$ cat config.mk
export PLATFORM = sky130hd
export DESIGN_NAME = l1_port_hakemi_flat
export DESIGN_NICKNAME = d
export VERILOG_FILES = /design/src/rtl/l1_port_hakemi_pkg.sv /design/src/rtl/l1_port_hakemi_if.sv /design/src/rtl/l1_port_hakemi_sahip_kuyrugu.sv /design/src/rtl/l1_port_hakemi.sv /design/src/flat_wrapper.sv
export SDC_FILE = /design/constraint.sdc
export NUM_CORES = 1
export LEC_CHECK = 0
export ABC_CLOCK_PERIOD_IN_PS = 6500
export CORE_AREA = 4 4 122 124
export DETAILED_ROUTE_END_ITERATION = 16
export DIE_AREA = 0 0 126 128
export PLACE_DENSITY_LB_ADDON = 0.08
export SLEW_MARGIN = 30
export SYNTH_ARGS = -nofsm -noshare
export SYNTH_HDL_FRONTEND = slang
export SYNTH_SLANG_ARGS = --single-unit
export TNS_END_PERCENT = 20
$ cat constraint.sdc
create_clock -name clk_i -period 6.5 [get_ports clk_i]
set_input_delay 1.3 -clock clk_i [delete_from_list [all_inputs] [get_ports clk_i]]
set_output_delay 1.3 -clock clk_i [all_outputs]
set_load 0.03 [all_outputs]
$ cat src/rtl/l1_port_hakemi_pkg.sv
// ---------------------------------------------------------------------------
// l1_port_hakemi_pkg
// Shared constants and types for the L1 port arbiter.
//   ADRES_BIT / VERI_BIT / VERI_BYTE : bus widths
//   KUYRUK_DERINLIK                  : default owner-queue depth
//   HAKEM_R0 / HAKEM_R1              : requester ID encodings
// ---------------------------------------------------------------------------
package l1_port_hakemi_pkg;

  localparam int ADRES_BIT       = 32;
  localparam int VERI_BIT        = 32;
  localparam int VERI_BYTE       = VERI_BIT / 8;
  localparam int KUYRUK_DERINLIK = 2;

  // One bit is enough to name either requester.
  typedef logic hakem_id_t;

  localparam hakem_id_t HAKEM_R0 = 1'b0;
  localparam hakem_id_t HAKEM_R1 = 1'b1;

endpackage

$ cat src/rtl/l1_port_hakemi_if.sv
// ---------------------------------------------------------------------------
// l1_port_hakemi_if
// Request / read-data handshake bundle, identical for each requester and for
// the L1 side.
//   master : issues istek_* and veri_hazir, receives istek_hazir, veri,
//            veri_gecerli
//   slave  : the opposite direction
// ---------------------------------------------------------------------------
interface l1_port_hakemi_if
  import l1_port_hakemi_pkg::*;
();

  logic [ADRES_BIT-1:0] istek_adres;
  logic                 istek_gecerli;
  logic                 istek_onbellekleme;
  logic                 istek_yaz;
  logic [VERI_BIT-1:0]  istek_veri;
  logic [VERI_BYTE-1:0] istek_maske;
  logic                 istek_hazir;
  logic [VERI_BIT-1:0]  veri;
  logic                 veri_gecerli;
  logic                 veri_hazir;

  modport master (
    output istek_adres, istek_gecerli, istek_onbellekleme, istek_yaz,
           istek_veri, istek_maske, veri_hazir,
    input  istek_hazir, veri, veri_gecerli
  );

  modport slave (
    input  istek_adres, istek_gecerli, istek_onbellekleme, istek_yaz,
           istek_veri, istek_maske, veri_hazir,
    output istek_hazir, veri, veri_gecerli
  );

endinterface

$ cat src/rtl/l1_port_hakemi_sahip_kuyrugu.sv
// ---------------------------------------------------------------------------
// sahip_kuyrugu
// 1-bit wide synchronous FIFO holding the owner ID of each outstanding read.
// The head entry is visible combinationally on veri_o (show-ahead).
//   clk_i, rstn_i : clock, asynchronous active-low reset
//   yaz_i, veri_i : push request and pushed ID (ignored while full)
//   oku_i         : pop request (ignored while empty)
//   veri_o        : head ID
//   bos_o, dolu_o : empty / full flags
// ---------------------------------------------------------------------------
module sahip_kuyrugu
  import l1_port_hakemi_pkg::*;
#(
  parameter int DERINLIK = 2
) (
  input  logic      clk_i,
  input  logic      rstn_i,
  input  logic      yaz_i,
  input  hakem_id_t veri_i,
  input  logic      oku_i,
  output hakem_id_t veri_o,
  output logic      bos_o,
  output logic      dolu_o
);

  localparam int PW = (DERINLIK > 1) ? $clog2(DERINLIK) : 1;

  hakem_id_t     mem_q [DERINLIK];
  hakem_id_t     mem_d [DERINLIK];
  logic [PW-1:0] wr_ptr_q, wr_ptr_d;
  logic [PW-1:0] rd_ptr_q, rd_ptr_d;
  logic [PW:0]   sayi_q, sayi_d;
  logic          yaz_ok, oku_ok;

  assign bos_o  = (sayi_q == '0);
  assign dolu_o = (sayi_q == (PW+1)'(DERINLIK));
  assign veri_o = mem_q[rd_ptr_q];

  // Full blocks a push even if a pop happens in the same cycle.
  assign yaz_ok = yaz_i & ~dolu_o;
  assign oku_ok = oku_i & ~bos_o;

  always_comb begin
    mem_d    = mem_q;
    wr_ptr_d = wr_ptr_q;
    rd_ptr_d = rd_ptr_q;
    sayi_d   = sayi_q;
    if (yaz_ok) begin
      mem_d[wr_ptr_q] = veri_i;
      wr_ptr_d        = wr_ptr_q + PW'(1);  // power-of-two depth wraps naturally
    end
    if (oku_ok) begin
      rd_ptr_d = rd_ptr_q + PW'(1);
    end
    case ({yaz_ok, oku_ok})
      2'b10:   sayi_d = sayi_q + (PW+1)'(1);
      2'b01:   sayi_d = sayi_q - (PW+1)'(1);
      default: sayi_d = sayi_q;
    endcase
  end

  always_ff @(posedge clk_i or negedge rstn_i) begin
    if (!rstn_i) begin
      for (int i = 0; i < DERINLIK; i++) mem_q[i] <= HAKEM_R0;
      wr_ptr_q <= '0;
      rd_ptr_q <= '0;
      sayi_q   <= '0;
    end else begin
      mem_q    <= mem_d;
      wr_ptr_q <= wr_ptr_d;
      rd_ptr_q <= rd_ptr_d;
      sayi_q   <= sayi_d;
    end
  end

endmodule

$ cat src/rtl/l1_port_hakemi.sv
// ---------------------------------------------------------------------------
// l1_port_hakemi
// Two-requester arbiter in front of the single L1 data-controller port.
// Requests pass through combinationally; a grant that L1 does not accept is
// locked until accepted. Each accepted read records its owner in a queue so
// that returning L1 data is steered back in issue order.
//   clk_i, rstn_i  : clock, asynchronous active-low reset
//   r0, r1         : requester handshakes (r0 = data bus unit)
//   port           : L1 side handshake
//   kuyruk_dolu_o  : owner queue full
// Build option L1_HAKEM_SABIT_ONCELIK_EN: fixed priority (r0 wins when not
// locked) instead of round robin.
// ---------------------------------------------------------------------------
module l1_port_hakemi
  import l1_port_hakemi_pkg::*;
#(
  parameter int KUYRUK_DERINLIK = l1_port_hakemi_pkg::KUYRUK_DERINLIK
) (
  input  logic             clk_i,
  input  logic             rstn_i,
  l1_port_hakemi_if.slave  r0,
  l1_port_hakemi_if.slave  r1,
  l1_port_hakemi_if.master port,
  output logic             kuyruk_dolu_o
);

  logic      kilit_q, kilit_d;
  hakem_id_t sahip_q, sahip_d;
  hakem_id_t oncelik;
  hakem_id_t grant;
  logic      uygun0, uygun1;
  logic      sec_gecerli;
  logic      kabul;
  logic      push, pop;
  hakem_id_t bas;
  logic      bos, dolu;

  // A read may only be presented while the queue has room; writes always can.
  assign uygun0 = r0.istek_gecerli & (r0.istek_yaz | ~dolu);
  assign uygun1 = r1.istek_gecerli & (r1.istek_yaz | ~dolu);

  always_comb begin
    grant = HAKEM_R0;
    if (kilit_q)              grant = sahip_q;
    else if (uygun0 & uygun1) grant = oncelik;
    else if (uygun1)          grant = HAKEM_R1;
    else                      grant = HAKEM_R0;
  end

  assign sec_gecerli = (grant == HAKEM_R1) ? uygun1 : uygun0;
  assign kabul       = sec_gecerli & port.istek_hazir;

  // Request path: straight mux of the granted requester.
  assign port.istek_gecerli      = sec_gecerli;
  assign port.istek_adres        = (grant == HAKEM_R1) ? r1.istek_adres        : r0.istek_adres;
  assign port.istek_onbellekleme = (grant == HAKEM_R1) ? r1.istek_onbellekleme : r0.istek_onbellekleme;
  assign port.istek_yaz          = (grant == HAKEM_R1) ? r1.istek_yaz          : r0.istek_yaz;
  assign port.istek_veri         = (grant == HAKEM_R1) ? r1.istek_veri         : r0.istek_veri;
  assign port.istek_maske        = (grant == HAKEM_R1) ? r1.istek_maske        : r0.istek_maske;

  assign r0.istek_hazir = kabul & (grant == HAKEM_R0);
  assign r1.istek_hazir = kabul & (grant == HAKEM_R1);

  // Lock holds a presented-but-unaccepted grant so it is never retracted.
  always_comb begin
    kilit_d = kilit_q;
    sahip_d = sahip_q;
    if (sec_gecerli) begin
      if (port.istek_hazir) begin
        kilit_d = 1'b0;
      end else begin
        kilit_d = 1'b1;
        sahip_d = grant;
      end
    end
  end

  always_ff @(posedge clk_i or negedge rstn_i) begin
    if (!rstn_i) begin
      kilit_q <= 1'b0;
      sahip_q <= HAKEM_R0;
    end else begin
      kilit_q <= kilit_d;
      sahip_q <= sahip_d;
    end
  end

`ifdef L1_HAKEM_SABIT_ONCELIK_EN
  assign oncelik = HAKEM_R0;
`else
  hakem_id_t oncelik_q, oncelik_d;

  // After each accepted request the other requester gets priority.
  always_comb begin
    oncelik_d = oncelik_q;
    if (kabul) oncelik_d = ~grant;
  end

  always_ff @(posedge clk_i or negedge rstn_i) begin
    if (!rstn_i) oncelik_q <= HAKEM_R0;
    else         oncelik_q <= oncelik_d;
  end

  assign oncelik = oncelik_q;
`endif

  // Owner bookkeeping: only accepted reads enter the queue.
  assign push = kabul & ~port.istek_yaz;
  assign pop  = port.veri_gecerli & port.veri_hazir;

  sahip_kuyrugu #(
    .DERINLIK (KUYRUK_DERINLIK)
  ) u_sahip_kuyrugu (
    .clk_i  (clk_i),
    .rstn_i (rstn_i),
    .yaz_i  (push),
    .veri_i (grant),
    .oku_i  (pop),
    .veri_o (bas),
    .bos_o  (bos),
    .dolu_o (dolu)
  );

  assign kuyruk_dolu_o = dolu;

  // Response path: only the head owner sees data; nothing is acknowledged
  // while no read is outstanding.
  assign port.veri_hazir = ~bos & ((bas == HAKEM_R1) ? r1.veri_hazir : r0.veri_hazir);

  assign r0.veri_gecerli = port.veri_gecerli & ~bos & (bas == HAKEM_R0);
  assign r1.veri_gecerli = port.veri_gecerli & ~bos & (bas == HAKEM_R1);
  assign r0.veri         = (~bos & (bas == HAKEM_R0)) ? port.veri : '0;
  assign r1.veri         = (~bos & (bas == HAKEM_R1)) ? port.veri : '0;

endmodule
$ cat src/flat_wrapper.sv
// flat-port wrapper written by rule: the top's interface ports become plain ports
module l1_port_hakemi_flat import l1_port_hakemi_pkg::*;
#(
  parameter int KUYRUK_DERINLIK = l1_port_hakemi_pkg::KUYRUK_DERINLIK
)
  (clk_i, rstn_i, kuyruk_dolu_o, r0_istek_adres, r0_istek_gecerli, r0_istek_onbellekleme, r0_istek_yaz, r0_istek_veri, r0_istek_maske, r0_veri_hazir, r0_istek_hazir, r0_veri, r0_veri_gecerli, r1_istek_adres, r1_istek_gecerli, r1_istek_onbellekleme, r1_istek_yaz, r1_istek_veri, r1_istek_maske, r1_veri_hazir, r1_istek_hazir, r1_veri, r1_veri_gecerli, port_istek_adres, port_istek_gecerli, port_istek_onbellekleme, port_istek_yaz, port_istek_veri, port_istek_maske, port_veri_hazir, port_istek_hazir, port_veri, port_veri_gecerli);
  l1_port_hakemi_if r0_i ();
  l1_port_hakemi_if r1_i ();
  l1_port_hakemi_if port_i ();
  input  logic clk_i;
  input  logic rstn_i;
  output logic kuyruk_dolu_o;
  input wire logic [$bits(r0_i.istek_adres)-1:0] r0_istek_adres;
  input wire logic [$bits(r0_i.istek_gecerli)-1:0] r0_istek_gecerli;
  input wire logic [$bits(r0_i.istek_onbellekleme)-1:0] r0_istek_onbellekleme;
  input wire logic [$bits(r0_i.istek_yaz)-1:0] r0_istek_yaz;
  input wire logic [$bits(r0_i.istek_veri)-1:0] r0_istek_veri;
  input wire logic [$bits(r0_i.istek_maske)-1:0] r0_istek_maske;
  input wire logic [$bits(r0_i.veri_hazir)-1:0] r0_veri_hazir;
  output wire logic [$bits(r0_i.istek_hazir)-1:0] r0_istek_hazir;
  output wire logic [$bits(r0_i.veri)-1:0] r0_veri;
  output wire logic [$bits(r0_i.veri_gecerli)-1:0] r0_veri_gecerli;
  input wire logic [$bits(r1_i.istek_adres)-1:0] r1_istek_adres;
  input wire logic [$bits(r1_i.istek_gecerli)-1:0] r1_istek_gecerli;
  input wire logic [$bits(r1_i.istek_onbellekleme)-1:0] r1_istek_onbellekleme;
  input wire logic [$bits(r1_i.istek_yaz)-1:0] r1_istek_yaz;
  input wire logic [$bits(r1_i.istek_veri)-1:0] r1_istek_veri;
  input wire logic [$bits(r1_i.istek_maske)-1:0] r1_istek_maske;
  input wire logic [$bits(r1_i.veri_hazir)-1:0] r1_veri_hazir;
  output wire logic [$bits(r1_i.istek_hazir)-1:0] r1_istek_hazir;
  output wire logic [$bits(r1_i.veri)-1:0] r1_veri;
  output wire logic [$bits(r1_i.veri_gecerli)-1:0] r1_veri_gecerli;
  output wire logic [$bits(port_i.istek_adres)-1:0] port_istek_adres;
  output wire logic [$bits(port_i.istek_gecerli)-1:0] port_istek_gecerli;
  output wire logic [$bits(port_i.istek_onbellekleme)-1:0] port_istek_onbellekleme;
  output wire logic [$bits(port_i.istek_yaz)-1:0] port_istek_yaz;
  output wire logic [$bits(port_i.istek_veri)-1:0] port_istek_veri;
  output wire logic [$bits(port_i.istek_maske)-1:0] port_istek_maske;
  output wire logic [$bits(port_i.veri_hazir)-1:0] port_veri_hazir;
  input wire logic [$bits(port_i.istek_hazir)-1:0] port_istek_hazir;
  input wire logic [$bits(port_i.veri)-1:0] port_veri;
  input wire logic [$bits(port_i.veri_gecerli)-1:0] port_veri_gecerli;
  assign r0_i.istek_adres = r0_istek_adres;
  assign r0_i.istek_gecerli = r0_istek_gecerli;
  assign r0_i.istek_onbellekleme = r0_istek_onbellekleme;
  assign r0_i.istek_yaz = r0_istek_yaz;
  assign r0_i.istek_veri = r0_istek_veri;
  assign r0_i.istek_maske = r0_istek_maske;
  assign r0_i.veri_hazir = r0_veri_hazir;
  assign r0_istek_hazir = r0_i.istek_hazir;
  assign r0_veri = r0_i.veri;
  assign r0_veri_gecerli = r0_i.veri_gecerli;
  assign r1_i.istek_adres = r1_istek_adres;
  assign r1_i.istek_gecerli = r1_istek_gecerli;
  assign r1_i.istek_onbellekleme = r1_istek_onbellekleme;
  assign r1_i.istek_yaz = r1_istek_yaz;
  assign r1_i.istek_veri = r1_istek_veri;
  assign r1_i.istek_maske = r1_istek_maske;
  assign r1_i.veri_hazir = r1_veri_hazir;
  assign r1_istek_hazir = r1_i.istek_hazir;
  assign r1_veri = r1_i.veri;
  assign r1_veri_gecerli = r1_i.veri_gecerli;
  assign port_istek_adres = port_i.istek_adres;
  assign port_istek_gecerli = port_i.istek_gecerli;
  assign port_istek_onbellekleme = port_i.istek_onbellekleme;
  assign port_istek_yaz = port_i.istek_yaz;
  assign port_istek_veri = port_i.istek_veri;
  assign port_istek_maske = port_i.istek_maske;
  assign port_veri_hazir = port_i.veri_hazir;
  assign port_i.istek_hazir = port_istek_hazir;
  assign port_i.veri = port_veri;
  assign port_i.veri_gecerli = port_veri_gecerli;
  l1_port_hakemi #(.KUYRUK_DERINLIK(KUYRUK_DERINLIK)) u_core (.clk_i(clk_i), .rstn_i(rstn_i), .r0(r0_i), .r1(r1_i), .port(port_i), .kuyruk_dolu_o(kuyruk_dolu_o));
endmodule
Word level (Yosys, flattened, before mapping). Cells that the tools add are included.

$add $sub $neg: 4. Order comparisons: 3. Equal/unequal tests: 3. Multiplexer cells: 20. Bitwise gates (word level): 26. Reduce and logical (&&, ||, !) cells: 4.

Operator list (number): $mux W32 (4); $and A1 B1 Y1 (16); $mux W1 (12); $not A1 Y1 (6); $eq A2 B2 Y1 const B (2); $ge A2 B2 Y1 const B (2); $mux W4 (1); $not A1 Y2 (2); $pmux W2 S2 (1); $add A1 B1 Y1 const B (2); $add A2 B1 Y2 const B (1); $bwmux W2 (1); $eq A2 B1 Y1 const B (1); $logic_not A2 Y1 (1); $lt A2 B1 Y1 const B (1); $or A1 B1 Y1 (2); $reduce_and A2 Y1 (1); $reduce_bool A2 Y1 (1); $sub A2 B1 Y2 const B (1); $demux W1 S1 (1); $logic_and A1 B1 Y1 (1).

Register bits after elaboration: 9. Logic and storage cells: 68.

Logic depth before layout (Yosys ltp). Gate-level depths: netlist of the first run.

Depth in word-level cells: 13. Gate-level depth with buffers: 9. Gate-level depth less buffers: 8.

Hierarchy. A second synthesis of the first run with hierarchy kept.

Cells, all modules: 208. Area total of the unflattened synthesis: 2123.3 um2.

Modules (own cells, without submodules): l1_port_hakemi (times used 1, cells an instance 185, area each 1840.5 um2); sahip_kuyrugu (times used 1, cells an instance 23, area each 282.8 um2).

Worst setup path after synthesis of the first run. Ideal clock, no wire load.

Kind: input to output. Start point: input port r0_istek_yaz. End point: output port port_istek_adres[0]. Arrival: 2994 ps. Required time: 5200 ps. Slack: 2206 ps. Cell stages on the path: 6. Buffers on the path: 2. Cells stage by stage: or3b_1 -> and3_1 -> o31ai_4 -> buf_6 -> buf_4 -> mux2_1.

Cells in the longest elaborated chain, start to end: 6.

Ends and longest elaborated chain: start, declared (line flat_wrapper.sv:16) `input wire logic [$bits(r0_i.istek_yaz)-1:0] r0_istek_yaz;`; $or A1 B1 Y1 (line l1_port_hakemi.sv:39) `assign uygun0 = r0.istek_gecerli & (r0.istek_yaz | ~dolu);`; $and A1 B1 Y1 (line l1_port_hakemi.sv:39); $and A1 B1 Y1 (line l1_port_hakemi.sv:45) `else if (uygun0 & uygun1) grant = oncelik;`; $mux W1 (line l1_port_hakemi.sv:45); $mux W1 (line l1_port_hakemi.sv:44) `if (kilit_q) grant = sahip_q;`; $mux W32 (line l1_port_hakemi.sv:55) `assign port.istek_adres = (grant == HAKEM_R1) ? r1.istek_adres : r0.istek_adres;`; end, declared (line flat_wrapper.sv:33) `output wire logic [$bits(port_i.istek_adres)-1:0] port_istek_adres;`.

Every way passes these cells.

Worst setup path after layout of the first run.
Start point: input port r0_istek_yaz. End point: output port port_istek_veri[18].

Cells in the longest elaborated chain, start to end: 6.

Ends and longest elaborated chain: $or A1 B1 Y1 (line l1_port_hakemi.sv:39); $and A1 B1 Y1 (line l1_port_hakemi.sv:39); $and A1 B1 Y1 (line l1_port_hakemi.sv:45); $mux W1 (line l1_port_hakemi.sv:45); $mux W1 (line l1_port_hakemi.sv:44); $mux W32 (line l1_port_hakemi.sv:58) `assign port.istek_veri = (grant == HAKEM_R1) ? r1.istek_veri : r0.istek_veri;`; end, declared (line flat_wrapper.sv:37) `output wire logic [$bits(port_i.istek_veri)-1:0] port_istek_veri;`.

Every way passes these cells.

==> results_dict.tcl, run 1 <==
set metrics [dict create \
    drive_above_1_share_pct 13.90 \
    wl_met1_mm 4.512 \
    ctsResizeCount 0 \
    synth_most_common_cell "mux2_2" \
    slowest_stage "clkdlybuf4s50_1" \
    fmax_ghz 0.1825 \
    hold_end "u_core.oncelik" \
    fin_crit_sh_pct 84.29 \
    slowest_delay_ns 0.61 \
    htree_levels 1 \
    syn_inst 213 \
    synthSimpleGateAreaFrac_pct 27.76 \
    synth_common_cells "mux2_2 (66), and2_1 (64), nor2_1 (11)" \
    r2r_setup_slack_ns 4.07 \
    synth_ff_type "dfrtp_1" \
    setup_violations 0 \
    overflow 0 \
    clock_latency_ns 0.23 \
    cts_buffers 3 \
    worstPathCellList "clkdlybuf4s50_1, or3b_1, and3_1, o31ai_4, buf_12, mux2_2, clkdlybuf4s50_1" \
    postCtsHoldBufs 0 \
    tritoncts "built" \
    initial_core_util_pct 13.35 \
    path_class "input pin to primary output" \
    die-area_mm2 0.01613 \
    end_kind "primary output" \
    wl_met3_mm 1.257 \
    worstSetupStartpointType "input pin" \
    dp_hpwl_mm 10.34 \
    io_buffers 320 \
    synth_compound_area_share_pct 7.347 \
    std_cell_rows 43 \
    cts-root-buf "clkbuf_16" \
    yosysSeqAreaShare_pct 12.24 \
    place_area_mm2 0.005221 \
    synth_top_family_by_area "multiplexers" \
    mappedNetlistArea_mm2 0.001839 \
    drt_iter0_drc 69 \
    tightest_slew_ns 0.6291 \
    cp.depth 7 \
    synthXorXnorAreaFrac_pct 2.381 \
    final-hold-violation-count 0 \
    yosys_warnings 0 \
    globalplace.congestion 0.8323 \
    cts_max_path_buffers 2 \
    async_flop_share_pct 100.0 \
    viasPerCell 3.945 \
    slew_viol_final 0 \
    synth.distinct_cells 33 \
    synth_mux_area_share_pct 43.95 \
    avgSynthCellArea_um2 8.635 \
    path_clk_slew_ns 0.04 \
    synth_area_leader_cell "mux2_2" \
    cts.sinks 9 \
    setup_ws_ns 1.021 \
    yosys-top-cells-area "mux2_2 (40%), and2_1 (22%), dfrtp_1 (12%)" \
    finalClockSkew_ns 0.0009986 \
    setup_tns_ns 0 \
    min_path_cells 2 \
    grt.total_usage_pct 13.21 \
    r2r_start "u_core.u_sahip_kuyrugu.sayi_q[0]" \
    antenna_left 0 \
    post-route-util_pct 38.48 \
    synthAdderAreaFrac_pct 0.6803 \
    first_global_vias 2866 \
    r2r_end "u_core.u_sahip_kuyrugu.sayi_q[1]" \
    hp-start "u_core.oncelik" \
    ios 321 \
    dp_slack_ns 1.001 \
    antenna_found_initial 0 \
    grt_pass1_wl_mm 17.04 \
    hp-class "flop to flop" \
    r2r_cells 7 \
    wl_met2_mm 5.944 \
    diodes 0 \
    die_h_um 128 \
    cp_max_fo 72 \
    path_buf_inv 3 \
    fillCellCount 1415 \
    synth_edf_count 0 \
    p_leak_nw 2.002 \
    routed_wirelength_mm 11.81 \
    critPathArrivalTime_ns 4.18 \
    finalNetCount 707 \
    areaGrowthSynthToFinish_pct 188.2 \
    coreArea_mm2 0.01377 \
    drt-wirelength-per-cell_um 16.75 \
    period_needed_ns 5.479 \
    status "complete, no violations" \
    multi_input_area_mm2 0.001510 \
    power_mw 1.959 \
    drt_first_pass_iters 4 \
    maxCapViolations 0 \
    p_per_area_mw_per_mm2 369.7 \
    synth_top_area_share_pct 40.41 \
    seqCellArea_um2 225.2 \
    grt_max_degree 73 \
    grt_setup_unrepaired "false" \
    vias 2781 \
    critPathTopFamily "buffers and inverters" \
    ys_ff_latch 9 \
    stdcell_area_mm2 0.005300 \
    crit_required_ns 5.20 \
    post-cts-setup-buffers 0 \
    drc 0 \
    relSlewSlack_pct 57.81 \
    top_layer "met4" \
    irDropWorstVdd_mv 0.1512 \
    die_w_um 126 \
    syn_nets 394 \
    cpMostUsedCell "clkdlybuf4s50_1" \
]
## state kept, by name, summed over array words and instances (netlist names)
signal,count
u_core.u_sahip_kuyrugu.sayi_q,2
u_core.kilit_q,1
u_core.u_sahip_kuyrugu.wr_ptr_q,1
u_core.u_sahip_kuyrugu.mem_q,2
u_core.u_sahip_kuyrugu.rd_ptr_q,1
u_core.sahip_q,1
u_core.oncelik,1
## placed cells by master (no fill, tap or decap), types with 3 or more instances in the layout
cell | netlist | final
and2_1 | 64 | 64
clkbuf_16 | 0 | 3
clkdlybuf4s50_1 | 0 | 320
dfrtp_1 | 9 | 9
inv_1 | 6 | 6
mux2_1 | 4 | 4
mux2_2 | 66 | 66
nand2_1 | 5 | 5
nor2_1 | 11 | 11
xnor2_1 | 3 | 3
## stage by stage
| stage | cells | hold WS [ns] |
|---|---|---|
| floorplan | 213 | 0.4886 |
| global placement | 701 | 0.5036 |
| global route | 705 | 0.5401 |
| finish | 705 | 0.5163 |
| CTS | 705 | 0.5248 |
| detailed placement | 701 | 0.5192 |
## worst max path at each step
| stage | to | slack (ns) | startpoint |
|---|---|---|---|
| after floorplan | port_istek_adres[0] | 2.21 | r0_istek_yaz |
| after global placement | port_istek_adres[15] | 1.01 | r0_istek_yaz |
| after detailed placement | port_istek_adres[15] | 1.00 | r0_istek_yaz |
| after CTS | port_istek_adres[15] | 1.0 | r0_istek_yaz |
| after global routing | port_istek_adres[13] | 0.88 | r0_istek_yaz |
| final | port_istek_veri[18] | 1.02 | r0_istek_yaz |
## cell families after synthesis
kind of cell	count (synthesis)
xor+xnor	5
mux	72
simple gates	88
buf+inv	21
flops	9
compound gates	17
fa+ha+maj	1
## where the power goes
part / switching [mW] / leakage, nW / total, mW / internal (mW)
registers: 0.0298 / 0.108 / 0.110 / 0.0805
logic: 0.930 / 1.86 / 1.74 / 0.812
clock network: 0.0249 / 0.0382 / 0.107 / 0.0818
total: 0.985 / 2.00 / 1.96 / 0.974
## cell type report
cell class,count,area share [%]
Timing Repair Buffer,323,61.10
Multi-Input combinational cell,183,28.49
Sequential cell,9,4.249
Tap cell,180,4.249
Clock buffer,4,1.487
Inverter,6,0.4249
## routing by layer
layer  global-route usage (%)  up-vias
met5                        0        -
met4                    2.019        0
met3                    4.958        7
met2                    23.88      178
met1                    15.16     1232
li1                         -     1364
## worst min-delay path, cell delays in order, from the launching register on
cell,delay [ns]
dfrtp_1,0.35
inv_1,0.06
mux2i_1,0.06
Power figures use the tool's default switching activity.
==> run 2, diff against run 1 <==
--- a/config.mk
+++ b/config.mk
@@ -5,10 +5,10 @@
 export SDC_FILE = /design/constraint.sdc
 export NUM_CORES = 1
 export LEC_CHECK = 0
-export ABC_CLOCK_PERIOD_IN_PS = 6500
-export CORE_AREA = 4 4 122 124
+export ABC_CLOCK_PERIOD_IN_PS = 4650
+export CORE_AREA = 4 4 123 125
 export DETAILED_ROUTE_END_ITERATION = 16
-export DIE_AREA = 0 0 126 128
+export DIE_AREA = 0 0 127 129
 export PLACE_DENSITY_LB_ADDON = 0.08
 export SLEW_MARGIN = 30
 export SYNTH_ARGS = -nofsm -noshare
==> constraint.sdc (replaced) <==
create_clock -name clk_i -period 4.65 [get_ports clk_i]
set_input_delay 0.93 -clock clk_i [delete_from_list [all_inputs] [get_ports clk_i]]
set_output_delay 0.93 -clock clk_i [all_outputs]
set_load 0.03 [all_outputs]
==> results_dict.tcl, run 2 (synthesis gave the netlist of run 1 again) <==
set metrics [dict create \
    status "complete, no violations" \
    drive_above_1_share_pct 15.40 \
    r2r_start "u_core.u_sahip_kuyrugu.sayi_q[0]" \
    ios 321 \
    fillCellCount 1394 \
    tightest_slew_ns 0.5995 \
    drt-wirelength-per-cell_um 17.49 \
    setup_ws_ns 0.07677 \
    p_leak_nw 2.392 \
    dp_hpwl_mm 10.79 \
    drt_first_pass_iters 4 \
    grt_pass1_wl_mm 17.08 \
    multi_input_area_mm2 0.001510 \
    final_cells 707 \
    finalNetCount 708 \
    antenna_found_initial 1 \
    cts_max_path_buffers 2 \
    dpl.cell_count 702 \
    cts_buffers 3 \
    finalClockSkew_ns 0.0008870 \
    die_w_um 127 \
    final_common_cell "clkdlybuf4s50_1" \
    coreArea_mm2 0.01388 \
    cts-root-buf "clkbuf_16" \
    postCtsHoldBufs 0 \
    slew_viol_final 0 \
    cp_max_fo 57 \
    dp_slack_ns 0.06638 \
    post-route-util_pct 38.93 \
    die-area_mm2 0.01638 \
    hp-start "u_core.u_sahip_kuyrugu.sayi_q[1]" \
    stdcell_area_mm2 0.005404 \
    routed_wirelength_mm 12.36 \
    path_class "input pin to primary output" \
    path_clk_slew_ns 0.04 \
    areaGrowthSynthToFinish_pct 193.8 \
    fmax_ghz 0.2187 \
    vias 2780 \
    globalplace.congestion 0.8128 \
    r2r_setup_slack_ns 2.01 \
    first_global_vias 2846 \
    place_area_mm2 0.005211 \
    drt_iter0_drc 88 \
    worstSetupStartpointType "input pin" \
    layout_common_cells "clkdlybuf4s50_1 (272), mux2_2 (66), and2_1 (64)" \
    setup_violations 0 \
    tritoncts "built" \
    irDropWorstVdd_mv 0.2082 \
    grt.total_usage_pct 13.45 \
    grt_setup_unrepaired "true" \
    p_per_area_mw_per_mm2 504.6 \
    final-hold-violation-count 0 \
    relSlewSlack_pct 59.79 \
    crit_required_ns 3.72 \
    drc 0 \
    seqCellArea_um2 225.2 \
    antenna_left 0 \
    std_cell_rows 43 \
    viasPerCell 3.932 \
    end_kind "primary output" \
    critPathArrivalTime_ns 3.64 \
    die_h_um 129 \
    hp-class "flop to flop" \
    largestRegisters "u_core.u_sahip_kuyrugu.mem_q (2), u_core.u_sahip_kuyrugu.sayi_q (2)" \
    overflow 0 \
    r2r_end "u_core.u_sahip_kuyrugu.sayi_q[1]" \
    fin_crit_sh_pct 98.35 \
    cts.sinks 9 \
    period_needed_ns 4.573 \
    min_path_cells 1 \
    clock_latency_ns 0.23 \
    htree_levels 1 \
    hold_end "u_core.u_sahip_kuyrugu.sayi_q[1]" \
    io_buffers 320 \
    maxCapViolations 0 \
    initial_core_util_pct 13.25 \
    grt_max_degree 58 \
    setup_tns_ns 0 \
    r2r_cells 9 \
]
[run 2: area by class of cell]
type	count	share of cell area, %
repair buffers	324	61.80
multi-input cells	183	27.95
flip-flops and latches	9	4.168
well taps	180	4.168
clock buffers	4	1.459
inverters	6	0.4168
diodes	1	0.04631
[run 2: what timing repair did]
item	CTS	global route
gates resized for setup	0	43
endpoints found under the setup margin	0	44
buffers inserted	0	0
[run 2: power breakdown]
group          leakage, nW  internal, mW  switching, mW
Sequential           0.108         0.113         0.0400
Combinational         2.25          1.12           1.31
Clock               0.0382         0.114         0.0360
[run 2: worst max-delay path: stages]
cell and delay, ns:
clkdlybuf4s50_1 0.43, or3b_1 0.43, and3_1 0.26, o31ai_4 0.25, clkbuf_16 0.35, mux2_2 0.37, clkdlybuf4s50_1 0.59
[run 2: how the worst max path moves through the flow]
| stage | from | endpoint | slack [ns] | cells past startpoint |
|---|---|---|---|---|
| 2_1_floorplan | r0_istek_yaz | port_istek_adres[0] | 1.10 | 6 |
| 3_3_place_gp | r0_istek_yaz | port_istek_adres[18] | 0.12 | 7 |
| 3_5_place_dp | r0_istek_yaz | port_istek_adres[18] | 0.07 | 7 |
| 4_1_cts | r0_istek_yaz | port_istek_veri[24] | 0.07 | 7 |
| 5_1_grt | r0_istek_yaz | port_istek_adres[1] | -0.04 | 7 |
| 6_report | r0_istek_yaz | port_istek_adres[1] | 0.08 | 7 |
[run 2: layer usage]
metal / global-route usage (%) / wire length [µm]
met2: 26.34 / 6606
met1: 13.73 / 4249
met3: 5.106 / 1392
met5: 0 / 0
met4: 2.208 / 114
[run 2: per-stage QoR]
stage | total power [mW] | hold slack [ns]
2_1_floorplan | 1.641 | 0.4886
4_1_cts | 2.789 | 0.5265
6_report | 2.727 | 0.5207
5_1_grt | 2.880 | 0.5430
3_3_place_gp | 2.630 | 0.5073
3_5_place_dp | 2.623 | 0.5183
==> run 3, diff against run 2 <==
--- a/config.mk
+++ b/config.mk
@@ -5,10 +5,11 @@
 export SDC_FILE = /design/constraint.sdc
 export NUM_CORES = 1
 export LEC_CHECK = 0
+export ABC_AREA = 1
 export ABC_CLOCK_PERIOD_IN_PS = 4650
-export CORE_AREA = 4 4 123 125
+export CORE_AREA = 4 4 122 124
 export DETAILED_ROUTE_END_ITERATION = 16
-export DIE_AREA = 0 0 127 129
+export DIE_AREA = 0 0 126 128
 export PLACE_DENSITY_LB_ADDON = 0.08
 export SLEW_MARGIN = 30
 export SYNTH_ARGS = -nofsm -noshare
==> results_dict.tcl, run 3 <==
set metrics [dict create \
    cp_max_fo 65 \
    drt_first_pass_iters 4 \
    syn_inst 402 \
    cts.sinks 9 \
    drt-wirelength-per-cell_um 13.19 \
    path_clk_slew_ns 0.04 \
    fin_crit_sh_pct 82.64 \
    antenna_left 0 \
    coreArea_mm2 0.01377 \
    tightest_slew_ns 0.6412 \
    synth_common_cells "nand2_1 (228), nor2_1 (72), inv_1 (44)" \
    synth_area_leader_cell "nand2_1" \
    seqCellArea_um2 225.2 \
    fillCellCount 1498 \
    yosys-top-cells-area "nand2_1 (48%), nor2_1 (15%), dfrtp_1 (13%)" \
    end_kind "primary output" \
    ys_ff_latch 9 \
    p_leak_nw 2.589 \
    synth_top_area_share_pct 47.70 \
    final-hold-violation-count 0 \
    irDropWorstVdd_mv 0.2738 \
    ios 321 \
    synth_ff_type "dfrtp_1" \
    grt_pass1_wl_mm 17.24 \
    period_needed_ns 3.843 \
    async_flop_share_pct 100.0 \
    synth_most_common_cell "nand2_1" \
    postCtsHoldBufs 0 \
    grt.total_usage_pct 13.33 \
    post-cts-setup-buffers 0 \
    fmax_ghz 0.2602 \
    viasPerCell 3.818 \
    syn_nets 583 \
    io_buffers 320 \
    clock_latency_ns 0.23 \
    setup_violations 0 \
    antenna_found_initial 0 \
    final_common_cell "clkdlybuf4s50_1" \
    setup_tns_ns 0 \
    drc 0 \
    overflow 0 \
    die_w_um 126 \
    yosysSeqAreaShare_pct 12.55 \
    routed_wirelength_mm 11.74 \
    synth_edf_count 0 \
    drt_iter0_drc 83 \
    layout_common_cells "clkdlybuf4s50_1 (249), nand2_1 (228), nor2_1 (72), buf_4 (72), inv_1 (43)" \
    diodes 0 \
    slew_viol_final 0 \
    finalNetCount 892 \
    die-area_mm2 0.01613 \
    die_h_um 128 \
    dp_hpwl_mm 10.28 \
    initial_core_util_pct 13.03 \
    yosys_warnings 0 \
    htree_levels 1 \
    finalClockSkew_ns 0.001894 \
    mappedNetlistArea_mm2 0.001794 \
    avgSynthCellArea_um2 4.463 \
    path_class "input pin to primary output" \
    largestRegisters "u_core.u_sahip_kuyrugu.mem_q (2), u_core.u_sahip_kuyrugu.sayi_q (2)" \
    relSlewSlack_pct 57.25 \
    crit_required_ns 3.72 \
    hp-class "flop to flop" \
    tritoncts "built" \
    first_global_vias 3463 \
    std_cell_rows 43 \
    final_cells 890 \
    ctsResizeCount 0 \
    maxCapViolations 0 \
    cts_buffers 3 \
    grt_max_degree 66 \
    vias 3398 \
    worstSetupStartpointType "input pin" \
    globalplace.congestion 0.8947 \
    critPathArrivalTime_ns 2.91 \
    grt_setup_unrepaired "false" \
    status "complete, no violations" \
    areaGrowthSynthToFinish_pct 184.2 \
    cts_max_path_buffers 2 \
    p_per_area_mw_per_mm2 648.3 \
    drive_above_1_share_pct 12.82 \
    synth.distinct_cells 21 \
    cts-root-buf "clkbuf_16" \
    dpl.cell_count 886 \
    multi_input_area_mm2 0.001296 \
]
[run 3: cell types whose count changed in the layout (fill, tap and decap cells not counted), sizes merged, moves of 6 or more]
cell	delta
inv	+42
buf	+65
and2	-64
mux2	-70
clkdlybuf4s50	-23
dlymetal6s2s	-41
nand3	+6
nor2	+63
nand2	+228
[run 3: logic make-up (layout without fill, tap and decap cells)]
| logic type | Yosys count | after routing | synth area share [%] |
|---|---|---|---|
| adders and majority gates | 1 | 1 | 0.6972 |
| xor gates and xnor gates | 3 | 3 | 1.465 |
| DFF | 9 | 9 | 12.55 |
| buffers and inverters | 68 | 376 | 15.20 |
| and+or+nand+nor | 316 | 316 | 68.69 |
| AOI/OAI and AO/OA | 5 | 5 | 1.394 |
[run 3: power by group]
| part | leakage (nW) | switching [mW] | internal, mW |
|---|---|---|---|
| logic | 2.44 | 1.91 | 1.10 |
| registers | 0.109 | 0.0331 | 0.117 |
| clock network | 0.0382 | 0.0339 | 0.114 |
[run 3: final timing paths]
path,depth (start not counted),start,to,slack (ns)
max,11,r1_istek_yaz,port_istek_veri[26],0.81
min,2,u_core.u_sahip_kuyrugu.mem_q[1],u_core.u_sahip_kuyrugu.mem_q[1],0.47
max reg2reg,10,u_core.u_sahip_kuyrugu.sayi_q[1],u_core.u_sahip_kuyrugu.sayi_q[1],2.37
min reg2reg,2,u_core.u_sahip_kuyrugu.mem_q[1],u_core.u_sahip_kuyrugu.mem_q[1],0.47
max in group asynchronous,1,rstn_i,u_core.kilit_q,3.36
min in group asynchronous,1,rstn_i,u_core.u_sahip_kuyrugu.rd_ptr_q,1.00
[run 3: cell type report]
class | count | share of cell area [%]
Timing Repair Buffer | 324 | 60.66
Multi-Input combinational cell | 325 | 25.42
Sequential cell | 9 | 4.417
Tap cell | 180 | 4.417
Inverter | 48 | 3.534
Clock buffer | 4 | 1.546
[run 3: through the flow]
stage	total power, mW	cell area (µm²)	hold WS (ns)	utilization (%)	setup WS, ns
final	3.305	5099	0.4713	37.02	0.8071
after global routing	3.552	5099	0.5182	37.02	0.5882
after CTS	3.364	5099	0.4747	37.02	0.7834
after detailed placement	3.204	5020	0.4651	36.45	0.7918
after global placement	3.218	5020	0.4662	36.45	0.8036
after floorplan	1.954	1794	0.4411	-	1.710
[run 3: critical path: stages]
cell and delay [ns]:
clkdlybuf4s50_1 0.49, inv_1 0.05, nand3_1 0.08, nand2_1 0.08
nor2_2 0.10, nand2_2 0.09, nand2_4 0.11, buf_4 0.52
nand2_1 0.14, nand2_1 0.12, buf_4 0.16
[run 3: metal layers]
metal | share of wire [%] | global-route usage (%) | routed length (µm)
met4 | 1.5 | 2.334 | 176
met2 | 53 | 26.67 | 6279
met3 | 12 | 5.792 | 1355
met5 | 0 | 0 | 0
met1 | 33 | 12.63 | 3925
